--- src/rtl/uart_pkg.sv ---
// Shared types for the UART stimulus transmitter.
//   parity_e   : parity mode selected at elaboration (none / odd / even)
//   tx_state_e : transmit FSM states, IDLE through STOP
package uart_pkg;

   typedef enum logic [1:0] {
      PAR_NONE,
      PAR_ODD,
      PAR_EVEN
   } parity_e;

   typedef enum logic [2:0] {
      IDLE,
      START,
      DATA,
      PAR,
      STOP
   } tx_state_e;

   // Bit counter width: enough for up to 8 data bits or 2 stop bits.
   localparam int unsigned BIT_CNT_W = 3;

endpackage : uart_pkg

--- src/rtl/stream_fifo.sv ---
// Synchronous FIFO buffering bytes in front of the UART transmitter.
// Ports:
//   clk, rst_n        : clock, asynchronous active-low reset (flushes contents)
//   push, push_data   : write request and data; ignored while full
//   pop, pop_data     : read request; pop_data always shows the head entry
//   full, empty       : occupancy flags
//   level             : number of stored entries, 0..DEPTH
module stream_fifo #(
   parameter int unsigned WIDTH = 8,
   parameter int unsigned DEPTH = 8
) (
   input  logic                             clk,
   input  logic                             rst_n,
   input  logic                             push,
   input  logic [WIDTH-1:0]                 push_data,
   input  logic                             pop,
   output logic [WIDTH-1:0]                 pop_data,
   output logic                             full,
   output logic                             empty,
   output logic [$clog2(DEPTH+1)-1:0]       level
);

   localparam int unsigned PTR_W = $clog2(DEPTH);
   localparam int unsigned LVL_W = $clog2(DEPTH + 1);

   if (DEPTH < 2 || (DEPTH & (DEPTH - 1)) != 0) begin : g_bad_depth
      $error("stream_fifo: DEPTH must be a power of 2 and at least 2");
   end

   logic [WIDTH-1:0] mem_q [DEPTH];
   logic [PTR_W-1:0] wr_ptr_q, wr_ptr_d;
   logic [PTR_W-1:0] rd_ptr_q, rd_ptr_d;
   logic [LVL_W-1:0] count_q, count_d;
   logic             push_ok;
   logic             pop_ok;

   assign full     = (count_q == LVL_W'(DEPTH));
   assign empty    = (count_q == '0);
   assign level    = count_q;
   assign pop_data = mem_q[rd_ptr_q];
   assign push_ok  = push & ~full;
   assign pop_ok   = pop & ~empty;

   // Pointers are exactly PTR_W bits wide, so they wrap modulo DEPTH on their own.
   // NOTE: every variable gets a default at the top of always_comb so no path can
   // leave it unassigned; an unassigned path would infer a latch.
   always_comb begin
      wr_ptr_d = wr_ptr_q;
      rd_ptr_d = rd_ptr_q;
      count_d  = count_q;
      if (push_ok) begin
         wr_ptr_d = wr_ptr_q + PTR_W'(1);
      end
      if (pop_ok) begin
         rd_ptr_d = rd_ptr_q + PTR_W'(1);
      end
      // A simultaneous push and pop leaves the count where it is.
      case ({push_ok, pop_ok})
         2'b10:   count_d = count_q + LVL_W'(1);
         2'b01:   count_d = count_q - LVL_W'(1);
         default: count_d = count_q;
      endcase
   end

   // NOTE: state registers use non-blocking assignments so every flop samples
   // the pre-edge values regardless of process ordering.
   always_ff @(posedge clk or negedge rst_n) begin
      if (!rst_n) begin
         wr_ptr_q <= '0;
         rd_ptr_q <= '0;
         count_q  <= '0;
      end else begin
         wr_ptr_q <= wr_ptr_d;
         rd_ptr_q <= rd_ptr_d;
         count_q  <= count_d;
      end
   end

   // NOTE: the storage array is deliberately not reset; clearing the pointers
   // and count is enough to make stale entries unreachable.
   always_ff @(posedge clk) begin
      if (push_ok) begin
         mem_q[wr_ptr_q] <= push_data;
      end
   end

endmodule : stream_fifo

--- src/rtl/uart_tx_stim.sv ---
// Buffered UART transmitter used as a stimulus source for the SoC UART receiver.
// Bytes are queued in a stream_fifo and sent as start bit, LSB-first data,
// optional parity bit and one or two stop bits, each CLK_DIV clocks long.
// Ports:
//   clk, rst_n         : clock, asynchronous active-low reset (aborts frame, flushes FIFO)
//   in_valid, in_data  : byte offer; accepted on an edge where in_ready is 1
//   in_ready           : FIFO has room
//   tx                 : serial output, idle high
//   busy               : a frame is in progress (FSM not in IDLE)
//   level              : bytes currently buffered
//   byte_done          : one-cycle pulse in the last cycle of the last stop bit
module uart_tx_stim
   import uart_pkg::*;
#(
   parameter int unsigned CLK_DIV    = 4,
   parameter int unsigned DATA_BITS  = 8,
   parameter parity_e     PARITY     = PAR_NONE,
   parameter int unsigned STOP_BITS  = 1,
   parameter int unsigned FIFO_DEPTH = 8
) (
   input  logic                                clk,
   input  logic                                rst_n,
   input  logic                                in_valid,
   input  logic [DATA_BITS-1:0]                in_data,
   output logic                                in_ready,
   output logic                                tx,
   output logic                                busy,
   output logic [$clog2(FIFO_DEPTH+1)-1:0]     level,
   output logic                                byte_done
);

   if (CLK_DIV < 2) begin : g_bad_clk_div
      $error("uart_tx_stim: CLK_DIV must be at least 2");
   end
   if (DATA_BITS < 5 || DATA_BITS > 8) begin : g_bad_data_bits
      $error("uart_tx_stim: DATA_BITS must be in 5..8");
   end
   if (PARITY != PAR_NONE && PARITY != PAR_ODD && PARITY != PAR_EVEN) begin : g_bad_parity
      $error("uart_tx_stim: PARITY must be PAR_NONE, PAR_ODD or PAR_EVEN");
   end
   if (STOP_BITS != 1 && STOP_BITS != 2) begin : g_bad_stop_bits
      $error("uart_tx_stim: STOP_BITS must be 1 or 2");
   end
   if (FIFO_DEPTH < 2 || (FIFO_DEPTH & (FIFO_DEPTH - 1)) != 0) begin : g_bad_fifo_depth
      $error("uart_tx_stim: FIFO_DEPTH must be a power of 2 and at least 2");
   end

   localparam int unsigned          BAUD_W      = (CLK_DIV > 1) ? $clog2(CLK_DIV) : 1;
   localparam logic [BAUD_W-1:0]    BAUD_RELOAD = BAUD_W'(CLK_DIV - 1);
   localparam logic [BIT_CNT_W-1:0] LAST_DATA   = BIT_CNT_W'(DATA_BITS - 1);
   localparam logic [BIT_CNT_W-1:0] LAST_STOP   = BIT_CNT_W'(STOP_BITS - 1);
   localparam logic                 ODD_FLIP    = (PARITY == PAR_ODD);

   tx_state_e              state_q, state_d;
   logic [BAUD_W-1:0]      baud_q, baud_d;
   logic [BIT_CNT_W-1:0]   bit_q, bit_d;
   logic [DATA_BITS-1:0]   shift_q, shift_d;
   logic                   par_q, par_d;

   logic                   bit_end;
   logic                   load_frame;
   logic                   fifo_push;
   logic                   fifo_pop;
   logic                   fifo_full;
   logic                   fifo_empty;
   logic [DATA_BITS-1:0]   fifo_rd_data;

   assign in_ready  = ~fifo_full;
   assign fifo_push = in_valid & ~fifo_full;
   assign busy      = (state_q != IDLE);
   // The baud counter counts down; reaching zero marks the last cycle of a bit.
   assign bit_end   = (baud_q == '0);

   stream_fifo #(
      .WIDTH (DATA_BITS),
      .DEPTH (FIFO_DEPTH)
   ) u_fifo (
      .clk       (clk),
      .rst_n     (rst_n),
      .push      (fifo_push),
      .push_data (in_data),
      .pop       (fifo_pop),
      .pop_data  (fifo_rd_data),
      .full      (fifo_full),
      .empty     (fifo_empty),
      .level     (level)
   );

   always_comb begin
      state_d    = state_q;
      baud_d     = baud_q;
      bit_d      = bit_q;
      shift_d    = shift_q;
      par_d      = par_q;
      load_frame = 1'b0;
      fifo_pop   = 1'b0;
      byte_done  = 1'b0;

      // Inside a frame the baud counter reloads on every bit boundary.
      if (state_q != IDLE) begin
         baud_d = bit_end ? BAUD_RELOAD : baud_q - BAUD_W'(1);
      end

      case (state_q)
         IDLE: begin
            load_frame = ~fifo_empty;
         end
         START: begin
            if (bit_end) begin
               state_d = DATA;
               bit_d   = '0;
            end
         end
         DATA: begin
            if (bit_end) begin
               shift_d = shift_q >> 1;
               if (bit_q == LAST_DATA) begin
                  bit_d   = '0;
                  state_d = (PARITY == PAR_NONE) ? STOP : PAR;
               end else begin
                  bit_d = bit_q + BIT_CNT_W'(1);
               end
            end
         end
         PAR: begin
            if (bit_end) begin
               state_d = STOP;
               bit_d   = '0;
            end
         end
         STOP: begin
            if (bit_end) begin
               if (bit_q == LAST_STOP) begin
                  byte_done = 1'b1;
                  // Chain straight into the next frame when a byte is waiting.
                  if (!fifo_empty) begin
                     load_frame = 1'b1;
                  end else begin
                     state_d = IDLE;
                  end
               end else begin
                  bit_d = bit_q + BIT_CNT_W'(1);
               end
            end
         end
         default: begin
            state_d = IDLE;
         end
      endcase

      // Pop the head and start a frame on the same edge. Parity is computed
      // here, before the shift register starts consuming the data bits.
      if (load_frame) begin
         fifo_pop = 1'b1;
         shift_d  = fifo_rd_data;
         par_d    = (^fifo_rd_data) ^ ODD_FLIP;
         state_d  = START;
         baud_d   = BAUD_RELOAD;
         bit_d    = '0;
      end
   end

   // tx decodes directly from registered state, so reset forces it high at once.
   always_comb begin
      tx = 1'b1;
      case (state_q)
         START:   tx = 1'b0;
         DATA:    tx = shift_q[0];
         PAR:     tx = par_q;
         default: tx = 1'b1;
      endcase
   end

   always_ff @(posedge clk or negedge rst_n) begin
      if (!rst_n) begin
         state_q <= IDLE;
         baud_q  <= '0;
         bit_q   <= '0;
         shift_q <= '0;
         par_q   <= 1'b0;
      end else begin
         state_q <= state_d;
         baud_q  <= baud_d;
         bit_q   <= bit_d;
         shift_q <= shift_d;
         par_q   <= par_d;
      end
   end

endmodule : uart_tx_stim

--- config.mk ---
export PLATFORM = sky130hd
export DESIGN_NAME = uart_tx_stim
export DESIGN_NICKNAME = d
export VERILOG_FILES = /design/src/rtl/uart_pkg.sv /design/src/rtl/stream_fifo.sv /design/src/rtl/uart_tx_stim.sv
export SDC_FILE = /design/constraint.sdc
export NUM_CORES = 1
export LEC_CHECK = 0
export CORE_ASPECT_RATIO = 0.75
export CORE_UTILIZATION = 50
export DETAILED_ROUTE_END_ITERATION = 7
export PLACE_DENSITY = 0.68
export SYNTH_ARGS = -nofsm -noshare
export SYNTH_HDL_FRONTEND = slang
export SYNTH_SLANG_ARGS = --single-unit
export TNS_END_PERCENT = 30
--- constraint.sdc ---
create_clock -name clk -period 6.5 [get_ports clk]
set_input_delay 0.65 -clock clk [delete_from_list [all_inputs] [get_ports clk]]
set_output_delay 0.65 -clock clk [all_outputs]
set_load 0.1 [all_outputs]
==> flow_summary_export.csv, run 1 <==
group,metric,value,unit
place,io_buffers,18,
grt,grt_pass1_vias,1991,
timing,worst_slack,3259,ps
run,drv_cap,0,
floorplan,dieHeight,78.57,um
timing,setup_viol,0,
timing,fin_crit_sh,0.4986,
floorplan,start_util,0.5235,
setup_path,max_stage_delay,490,ps
timing,worstMarginPinSlew,1054,ps
finish,antennaDiodeCount,0,
grt,gr-total-overflow,0,
place,globalplace.congestion,0.7829,
grt,grt_usage,0.1822,
synthesis,ys_seq_elements,91,
finish,nNetsFinal,289,
setup_path,critical_path_class,"reg -> reg",
clock_network,clock-sinks,91,
floorplan,row_count,27,
timing,final.min_clock_period,3241,ps
timing,slew_headroom,0.2976,
synthesis,seq_area_frac_synth,0.6645,
clock_network,cts_buffers,9,
routing,wl,6.630,mm
synthesis,synth_cells,249,
routing,vias_per_cell,5.485,
power_and_ir_drop,vdd_drop_max,0.0002753,V
routing,initialDrtViolationCount,137,
routing,dr.pass1.iters,4,
clock_network,cts_resized,0,
grt,grt_first_pass_wirelength,10.76,mm
finish,multi_input_area,1254,um^2
place,dp_slack,3290,ps
clock_network,cts_buffer_depth,2,
setup_path,cp_top_family,"adder cells",
grt,antenna_found_initial,0,
setup_path,cp.arrival,3470,ps
synthesis,synth_nets,269,
finish,area_delta_synth_final,12.58,%
setup_path,crit_buf_inv,2,
clock_network,cts-hold-fix-buffers,0,
outcome,outcome,"completed",
routing,vias,2057,
setup_path,worst_setup_path_end_kind,"flop",
finish,nFillCells,598,
floorplan,num_io_pins,19,
clock_network,clkLatencyLatePin,350,ps
setup_path,rrSetupSlack,3260,ps
synthesis,synth_ff_type,"edfxtp_1",
setup_path,worst_setup_path_start_kind,"flop",
routing,drc,0,
synthesis,async_flop_share,0.2967,
finish,register_area,2597,um^2
floorplan,core_area,7466,um^2
routing,ant_nets,0,
synthesis,synth_cell_types,40,
timing,skew,5.898,ps
floorplan,die_w,104.1,um
synthesis,synth_edf_count,64,
timing,rsz0062_at_grt,"no",
setup_path,cp_slowest_cell,"clkinv_1",
timing,clock.fmax,0.3086,GHz
synthesis,netlist_area,3909,um^2
clock_network,htreeDepth,3,
synthesis,yosysWarnings,0,
timing,drv_slew,0,
power_and_ir_drop,p_leak,1.575,nW
setup_path,cp_max_fo,14,
grt,grt_max_degree,28,
clock_network,cts_tree,"yes",
timing,final.setup.tns,0,ps
floorplan,die-area,8179,um^2
power_and_ir_drop,p_per_area,505.4,nW/um^2
place,place_hpwl,4.455,mm
setup_path,cp.required,6730,ps
routing,wl_per_cell,17.68,um
clock_network,root_buffer,"clkbuf_8",
synthesis,avgSynthCellArea,15.70,um^2
clock_network,cts.clk_slew.worst_paths,80,ps
setup_path,worstPathCellList,"inv_1 > ha_1 > nand3b_1 > nand2_1 > nand3_1 > clkinv_1 > ha_1 > xor2_1 > ha_1 > a21oi_1 > xor2_1 > nor2_1 > xor2_1",
hold_path,hold_path_class,"reg -> reg",
timing,finalHoldViolations,0,
finish,drive_gt1_frac,0.1387,
clock_network,cts_setup_buffers,0,
## per-stage QoR
stage | util | power (W) | area [um^2] | hold WS [ps] | instances
after floorplan | - | 0.001633 | 3909 | 354.4 | 249
after global placement | 0.5604 | 0.001820 | 4184 | 489.1 | 359
after detailed placement | 0.5604 | 0.001836 | 4184 | 499.7 | 359
after CTS | 0.5894 | 0.002240 | 4400 | 521.6 | 375
after global routing | 0.5894 | 0.002363 | 4400 | 555.2 | 375
final | 0.5894 | 0.002224 | 4400 | 519.1 | 375
## power by group
group / switching (W) / internal, W
Sequential: 0.000151 / 0.000764
Clock: 0.000187 / 0.000220
Combinational: 0.000482 / 0.000421
Total: 0.000820 / 0.00140
## synthesized netlist by cell type (all sizes together), types with 6 or more instances
| master | count | area [um^2] |
|---|---|---|
| clkbuf | 6 | 23.77 |
| xnor2 | 6 | 52.55 |
| a21oi | 10 | 50.05 |
| o21ai | 8 | 40.03 |
| dfrtp | 27 | 675.7 |
| nand3 | 6 | 30.03 |
| ha | 9 | 112.6 |
| mux4 | 16 | 382.9 |
| edfxtp | 64 | 1922 |
| nor2 | 17 | 63.81 |
| nand2 | 20 | 75.07 |
| nand2b | 6 | 37.54 |
| o22ai | 6 | 37.54 |
## cell families (layout without fill, tap and decap cells)
family,Yosys count,after routing,synth area share
compound gates,29,29,0.04289
xor+xnor,13,13,0.03617
fa+ha+maj,9,9,0.02881
buf+inv,15,40,0.01728
flops,91,91,0.6645
mux,26,26,0.1261
simple gates,66,66,0.08419
## path summary, 6_finish.rpt
| path | start | to | cells after the start |
|---|---|---|---|
| setup / recovery | baud_q[0] | u_fifo.level[2] | 13 |
| hold / removal | shift_q[7] | shift_q[7] | 2 |
| hold reg to reg | shift_q[7] | shift_q[7] | 2 |
| setup reg to reg | baud_q[0] | u_fifo.level[2] | 13 |
| min in group asynchronous | rst_n | u_fifo.level[0] | 2 |
| max in group asynchronous | rst_n | bit_q[1] | 2 |
## sequential cells by signal, summed over array words and instances, names as in the netlist
register,count
u_fifo.mem_q,64
u_fifo.rd_ptr_q,3
u_fifo.level,4
par_q,1
baud_q,2
shift_q,8
bit_q,3
state_q,3
u_fifo.wr_ptr_q,3
## tightest hold or removal path: stages (launching register included)
cell	delay [ps]
dfrtp_1	360
nand3_1	60
o21ai_0	70
## layout make-up
class                      count  share of cell area
inverter                       5            0.004265
clock buffer                  11             0.02985
sequential                    91              0.5903
clock inverter                 5             0.01933
multi-input combinational    143              0.2849
timing repair buffer          19             0.04265
tap                          101             0.02872
## routing by layer
| layer | global-route usage | wire (um) | vias up |
|---|---|---|---|
| met5 | 0 | 0 | - |
| met4 | 0.06429 | 42 | 0 |
| met3 | 0.03987 | 478 | 4 |
| met2 | 0.2680 | 2954 | 51 |
| met1 | 0.2697 | 3154 | 1016 |
| li1 | - | - | 986 |
## placed cells by master, fill, tap and decap left out, types with 3 or more instances in the layout
master / netlist / final
edfxtp_1: 64 / 64
nand2_1: 20 / 20
xnor2_1: 6 / 6
xor2_1: 5 / 5
ha_1: 9 / 9
or2_2: 3 / 3
nand3_1: 6 / 6
clkdlybuf4s50_1: 0 / 18
o21ai_0: 7 / 7
dfrtp_1: 27 / 27
nor2_1: 17 / 17
clkbuf_8: 0 / 9
mux4_1: 6 / 6
o22ai_1: 6 / 6
a21oi_1: 10 / 10
inv_1: 4 / 4
mux4_2: 10 / 10
nand2b_1: 6 / 6
mux2i_1: 4 / 4
mux2_2: 5 / 5
(Power assumes the default switching activity.)
==> run 2: changes to the inputs <==
PLACE_DENSITY = 0.71   (was 0.68)
clock period = 2.77 ns   (was 6.5 ns; I/O delays follow)
==> run 2 against run 1 <==
Compared with the run above:
- fmax up 29%
- clock power rose by 110%
- via count grew 1.6%
- final area increased by 1.7%
- critical endpoint is now par_q
==> flow_summary_export.csv, run 2 (synthesis gave the netlist of run 1 again) <==
group,metric,value,unit
timing,final.min_clock_period,2515,ps
clock_network,cts_buffer_depth,2,
run,drv_cap,0,
routing,dr.pass1.iters,5,
floorplan,row_count,27,
setup_path,cp.arrival,2800,ps
floorplan,core_area,7466,um^2
routing,wl,6.553,mm
setup_path,path_depth,7,
timing,drv_slew,0,
floorplan,die_w,104.1,um
timing,worst_slack,254.6,ps
floorplan,num_io_pins,19,
grt,grt_first_pass_wirelength,10.64,mm
setup_path,cp.required,3050,ps
finish,drive_gt1_frac,0.2353,
setup_path,max_stage_delay,570,ps
setup_path,cp_slowest_cell,"mux4_1",
setup_path,cp_max_fo,5,
timing,worstMarginPinSlew,374.7,ps
setup_path,cp_top_family,"XOR/XNOR gates",
grt,grt_pass1_vias,2018,
finish,final_common_cell,"edfxtp_1",
setup_path,path_common_cell,"xnor3_1",
finish,fin_util,0.5996,
clock_network,cts.clk_slew.worst_paths,100,ps
routing,ant_nets,0,
setup_path,worstRegToRegCells,7,
grt,gr-total-overflow,0,
timing,clock.fmax,0.3975,GHz
finish,largest_reg_flops,64,
finish,nNetsFinal,304,
floorplan,dieHeight,78.57,um
clock_network,cts_setup_buffers,0,
clock_network,clock-sinks,91,
place,place_hpwl,4.404,mm
clock_network,cts_tree,"yes",
clock_network,root_buffer,"clkbuf_8",
clock_network,cts_buffers,9,
setup_path,critical_path_class,"reg -> reg",
floorplan,start_util,0.5235,
routing,wl_per_cell,16.80,um
timing,final.setup.tns,0,ps
timing,slew_headroom,0.7431,
grt,grt_usage,0.1785,
finish,top_register,"u_fifo.mem_q",
finish,area_delta_synth_final,14.53,%
timing,finalHoldViolations,0,
floorplan,die-area,8179,um^2
grt,antenna_found_initial,0,
timing,fin_crit_sh,0.9081,
clock_network,htreeDepth,3,
power_and_ir_drop,p_per_area,1160,nW/um^2
timing,skew,13.38,ps
clock_network,cts_resized,0,
setup_path,crit_buf_inv,1,
routing,initialDrtViolationCount,134,
hold_path,hold_path_class,"in -> async",
timing,setup_viol,0,
setup_path,worst_setup_path_end_kind,"flop",
finish,final_cell_mix,"edfxtp_1 (64), buf_4 (24), dfrtp_1 (23), nand2_1 (19), nor2_1 (17)",
setup_path,worst_setup_path_start_kind,"flop",
routing,drc,0,
routing,vias_per_cell,5.356,
setup_path,worstPathCellList,"buf_4 > mux4_1 > mux2i_2 > xnor2_1 > xnor3_1 > xnor3_1 > o21ai_1",
power_and_ir_drop,p_leak,1.655,nW
timing,rsz0062_at_grt,"no",
power_and_ir_drop,total_power,0.005192,W
clock_network,cts-hold-fix-buffers,0,
finish,antennaDiodeCount,0,
routing,vias,2089,
place,globalplace.congestion,0.7237,
clock_network,clkLatencyLatePin,360,ps
place,dp_slack,290.6,ps
grt,grt_max_degree,28,
place,io_buffers,18,
outcome,outcome,"completed",
power_and_ir_drop,vdd_drop_max,0.0005930,V
==> run 2: cell types whose count changed in the layout (fill, tap and decap cells not counted), sizes merged <==
cell,change
buf,+23
bufinv,-2
clkbuf,-2
clkdlybuf4s50,-8
clkinv,+1
inv,+3
==> run 2: routing by layer <==
metal	GRT usage	vias up	part of all wire
li1	-	1012	-
met5	0	-	0
met3	0.04734	7	0.035
met2	0.2693	38	0.46
met1	0.2534	1032	0.50
met4	0.06000	0	0.0070
==> run 2: worst register-to-register path: stages, from the launching register on <==
cell and delay [ps]:
dfrtp_1 480, buf_4 210, mux4_1 570, mux2i_2 210
xnor2_1 170, xnor3_1 340, xnor3_1 360, o21ai_1 120
==> run 2: through the flow <==
stage,cells,hold WS (ps),instance area (um^2)
floorplan,249,-18.59,3931
global placement,374,496.6,4289
detailed placement,374,499.6,4289
CTS,390,292.6,4477
global route,390,319.2,4477
finish,390,299.8,4477
==> run 2: area by class of cell <==
type                       count  area (um^2)
clock inverter                 7        63.81
tap                          101        126.4
timing repair buffer          34        280.3
fill                         566         2989
sequential                    91         2603
clock buffer                   9        123.9
inverter                       5        18.77
multi-input combinational    143         1261
==> run 2: path summary, 6_finish.rpt <==
| path | from | endpoint | slack, ps |
|---|---|---|---|
| setup / recovery | u_fifo.rd_ptr_q[0] | par_q | 250 |
| min in group clk | par_q | par_q | 520 |
| setup reg to reg | u_fifo.rd_ptr_q[0] | par_q | 250 |
| hold reg to reg | par_q | par_q | 520 |
| hold / removal | rst_n | u_fifo.wr_ptr_q[2] | 300 |
| max in group asynchronous | rst_n | u_fifo.level[0] | 2180 |
==> run 2: power by group <==
| group | switching (W) | internal, W |
|---|---|---|
| logic | 0.00124 | 0.00106 |
| clock network | 0.000493 | 0.000349 |
| registers | 0.000251 | 0.00180 |
==> run 3: changes to the inputs <==
ABC_AREA = 1   (was not set)
PLACE_DENSITY = 0.68   (was 0.71)
clock period = 2.8 ns   (was 2.77 ns; I/O delays follow)
==> run 3 against run 2 <==
Compared with the run above:
- cell count is 64% higher
- register-to-register slack hardly changed
- die area is 16% higher
- highest routed layer unchanged
==> flow_summary_export.csv, run 3 <==
group,metric,value,unit
routing,wl_per_cell,14.45,um
timing,slew_headroom,0.4440,
setup_path,cp.required,3030,ps
synthesis,ys_seq_elements,91,
timing,skew,7.499,ps
grt,grt_first_pass_wirelength,15.12,mm
synthesis,synth_edf_count,64,
floorplan,num_io_pins,19,
place,io_buffers,18,
synthesis,synth_cells,500,
clock_network,cts_buffers,9,
place,globalplace.congestion,0.8633,
synthesis,yosysWarnings,0,
timing,hold-worst-slack,411.3,ps
clock_network,clock-sinks,91,
timing,finalHoldViolations,0,
finish,final_cell_area,5146,um^2
outcome,outcome,"completed",
setup_path,critical_path_class,"reg -> reg",
finish,nNetsFinal,545,
setup_path,r2r_end,"u_fifo.level[2]",
timing,rsz0062_at_grt,"no",
clock_network,cts_buffer_depth,2,
clock_network,cts.clk_slew.worst_paths,60,ps
hold_path,hold_path_class,"in -> async",
timing,fin_crit_sh,0.9052,
synthesis,synth_ff_type,"edfxtp_1",
place,place_hpwl,6.165,mm
routing,vias,3230,
grt,gr-total-overflow,0,
clock_network,clkLatencyLatePin,340,ps
routing,dr.pass1.iters,5,
grt,grt_max_degree,33,
routing,wl,9.222,mm
synthesis,async_flop_share,0.2967,
setup_path,rr_startpoint,"baud_q[0]",
synthesis,seq_area_frac_synth,0.5728,
setup_path,worstRegToRegCells,16,
grt,grt_pass1_vias,2934,
timing,final.min_clock_period,2535,ps
grt,grt_usage,0.2158,
synthesis,synth_area_leaders,"edfxtp_1 (42%), dfrtp_1 (15%), nand2_1 (14%)",
clock_network,root_buffer,"clkbuf_16",
floorplan,start_util,0.5251,
power_and_ir_drop,vdd_drop_max,0.0005838,V
floorplan,core_area,8636,um^2
finish,nFillCells,722,
power_and_ir_drop,total_power,0.006387,W
synthesis,synth_top_area_frac,0.4238,
setup_path,rrSetupSlack,270,ps
place,placed_area,4832,um^2
power_and_ir_drop,p_leak,2.379,nW
run,drv_cap,0,
synthesis,avgSynthCellArea,9.069,um^2
floorplan,row_count,29,
timing,worstMarginPinSlew,831.5,ps
setup_path,cp_max_fo,17,
floorplan,die_w,112.0,um
synthesis,netlist_area,4534,um^2
synthesis,synth_nets,520,
clock_network,htreeDepth,3,
routing,ant_nets,0,
finish,antennaDiodeCount,0,
grt,antenna_found_initial,0,
floorplan,die-area,9457,um^2
timing,final.setup.tns,0,ps
synthesis,yosysMostFrequentCell,"nand2_1",
finish,area_delta_synth_final,13.49,%
power_and_ir_drop,p_per_area,1241,nW/um^2
floorplan,dieHeight,84.47,um
routing,vias_per_cell,5.063,
clock_network,cts_setup_buffers,0,
finish,top_register,"u_fifo.mem_q",
setup_path,cp.arrival,2770,ps
synthesis,ys_top_cells_by_count,"nand2_1 (169), inv_1 (83), edfxtp_1 (64), nand3_1 (46), dfrtp_1 (27)",
synthesis,yosys.area.top_type,"edfxtp_1",
finish,drive_gt1_frac,0.1132,
finish,largest_reg_flops,64,
setup_path,worst_setup_path_end_kind,"flop",
timing,drv_slew,0,
timing,setup_viol,0,
synthesis,synth_cell_types,34,
setup_path,worst_setup_path_start_kind,"flop",
finish,final_common_cell,"nand2_1",
routing,drc,0,
clock_network,cts_tree,"yes",
finish,final_cell_mix,"nand2_1 (168), inv_1 (82), edfxtp_1 (64), nand3_1 (46), dfrtp_1 (23)",
routing,initialDrtViolationCount,214,
timing,clock.fmax,0.3946,GHz
run 3: changes by cell type after synthesis, moves of 7 or more:
cell and change:
o32ai_1 +7, nand3_1 +40, inv_1 +79, nand2_1 +149, a21oi_1 +7, mux4_2 -10
nor2_1 +7
run 3: logic make-up (layout without fill, tap and decap cells):
| group | Yosys count | count (layout) | share of synthesized area |
|---|---|---|---|
| and+or+nand+nor | 247 | 247 | 0.2232 |
| buffers and inverters | 103 | 133 | 0.1018 |
| DFF | 91 | 91 | 0.5728 |
| AOI/OAI and AO/OA | 44 | 44 | 0.06568 |
| adders and majority gates | 9 | 9 | 0.02483 |
| xor gates and xnor gates | 6 | 6 | 0.01159 |
run 3: metrics by stage:
stage / setup WS [ps] / utilization / std cells
3_5_place_dp: 207.1 / 0.5595 / 622
3_3_place_gp: 358.9 / 0.5595 / 622
6_report: 265.5 / 0.5959 / 638
5_1_grt: 17.45 / 0.5959 / 638
2_1_floorplan: -309.4 / - / 500
4_1_cts: 169.2 / 0.5953 / 638
run 3: how the worst max path moves through the flow:
| stage | start | to | slack, ps | cells past startpoint |
|---|---|---|---|---|
| after floorplan | u_fifo.level[1] | u_fifo.level[2] | -310 | 11 |
| after global placement | baud_q[0] | u_fifo.level[2] | 360 | 15 |
| after detailed placement | baud_q[0] | u_fifo.level[2] | 210 | 15 |
| after CTS | baud_q[0] | u_fifo.level[2] | 170 | 15 |
| after global routing | baud_q[0] | u_fifo.level[2] | 20 | 15 |
| final | baud_q[0] | u_fifo.level[2] | 270 | 16 |
run 3: metal layers:
layer	share of wire	wire length (um)	track usage	vias to the layer above
li1	-	-	-	1653
met4	0.013	122	0.06545	0
met1	0.49	4515	0.3016	1483
met2	0.44	4082	0.3320	83
met3	0.054	502	0.05776	11
met5	0	0	0	-
run 3: layout make-up:
type                            instances  area, um^2  share of cell area
Clock inverter                          6       80.08             0.01556
Sequential cell                        91        2613              0.5077
Inverter                               89       344.1             0.06686
Multi-Input combinational cell        306        1510              0.2935
Clock buffer                           10       229.0             0.04449
Timing Repair Buffer                   28       235.2             0.04571
Tap cell                              108       135.1             0.02626
run 3: critical path, cell delays in order (launching register included):
cell	delay [ps]
dfrtp_1	320
inv_1	60
ha_1	260
inv_2	190
nor3_4	60
or2_1	240
nand2_4	150
inv_6	100
ha_4	180
nand2_1	50
inv_1	50
nor2_1	180
ha_2	210
a21oi_2	40
a21oi_1	120
o21ai_1	90
o21a_1	110
run 3: report_power, final:
part,switching (W),internal [W]
Sequential,0.000225,0.00181
Clock,0.000484,0.000774
Combinational,0.00216,0.000934
Total,0.00287,0.00351
run 3: timing repair:
action                     in CTS  in global routing
hold buffers                    0                  0
resized for setup               0                  3
setup endpoints to repair       0                  2
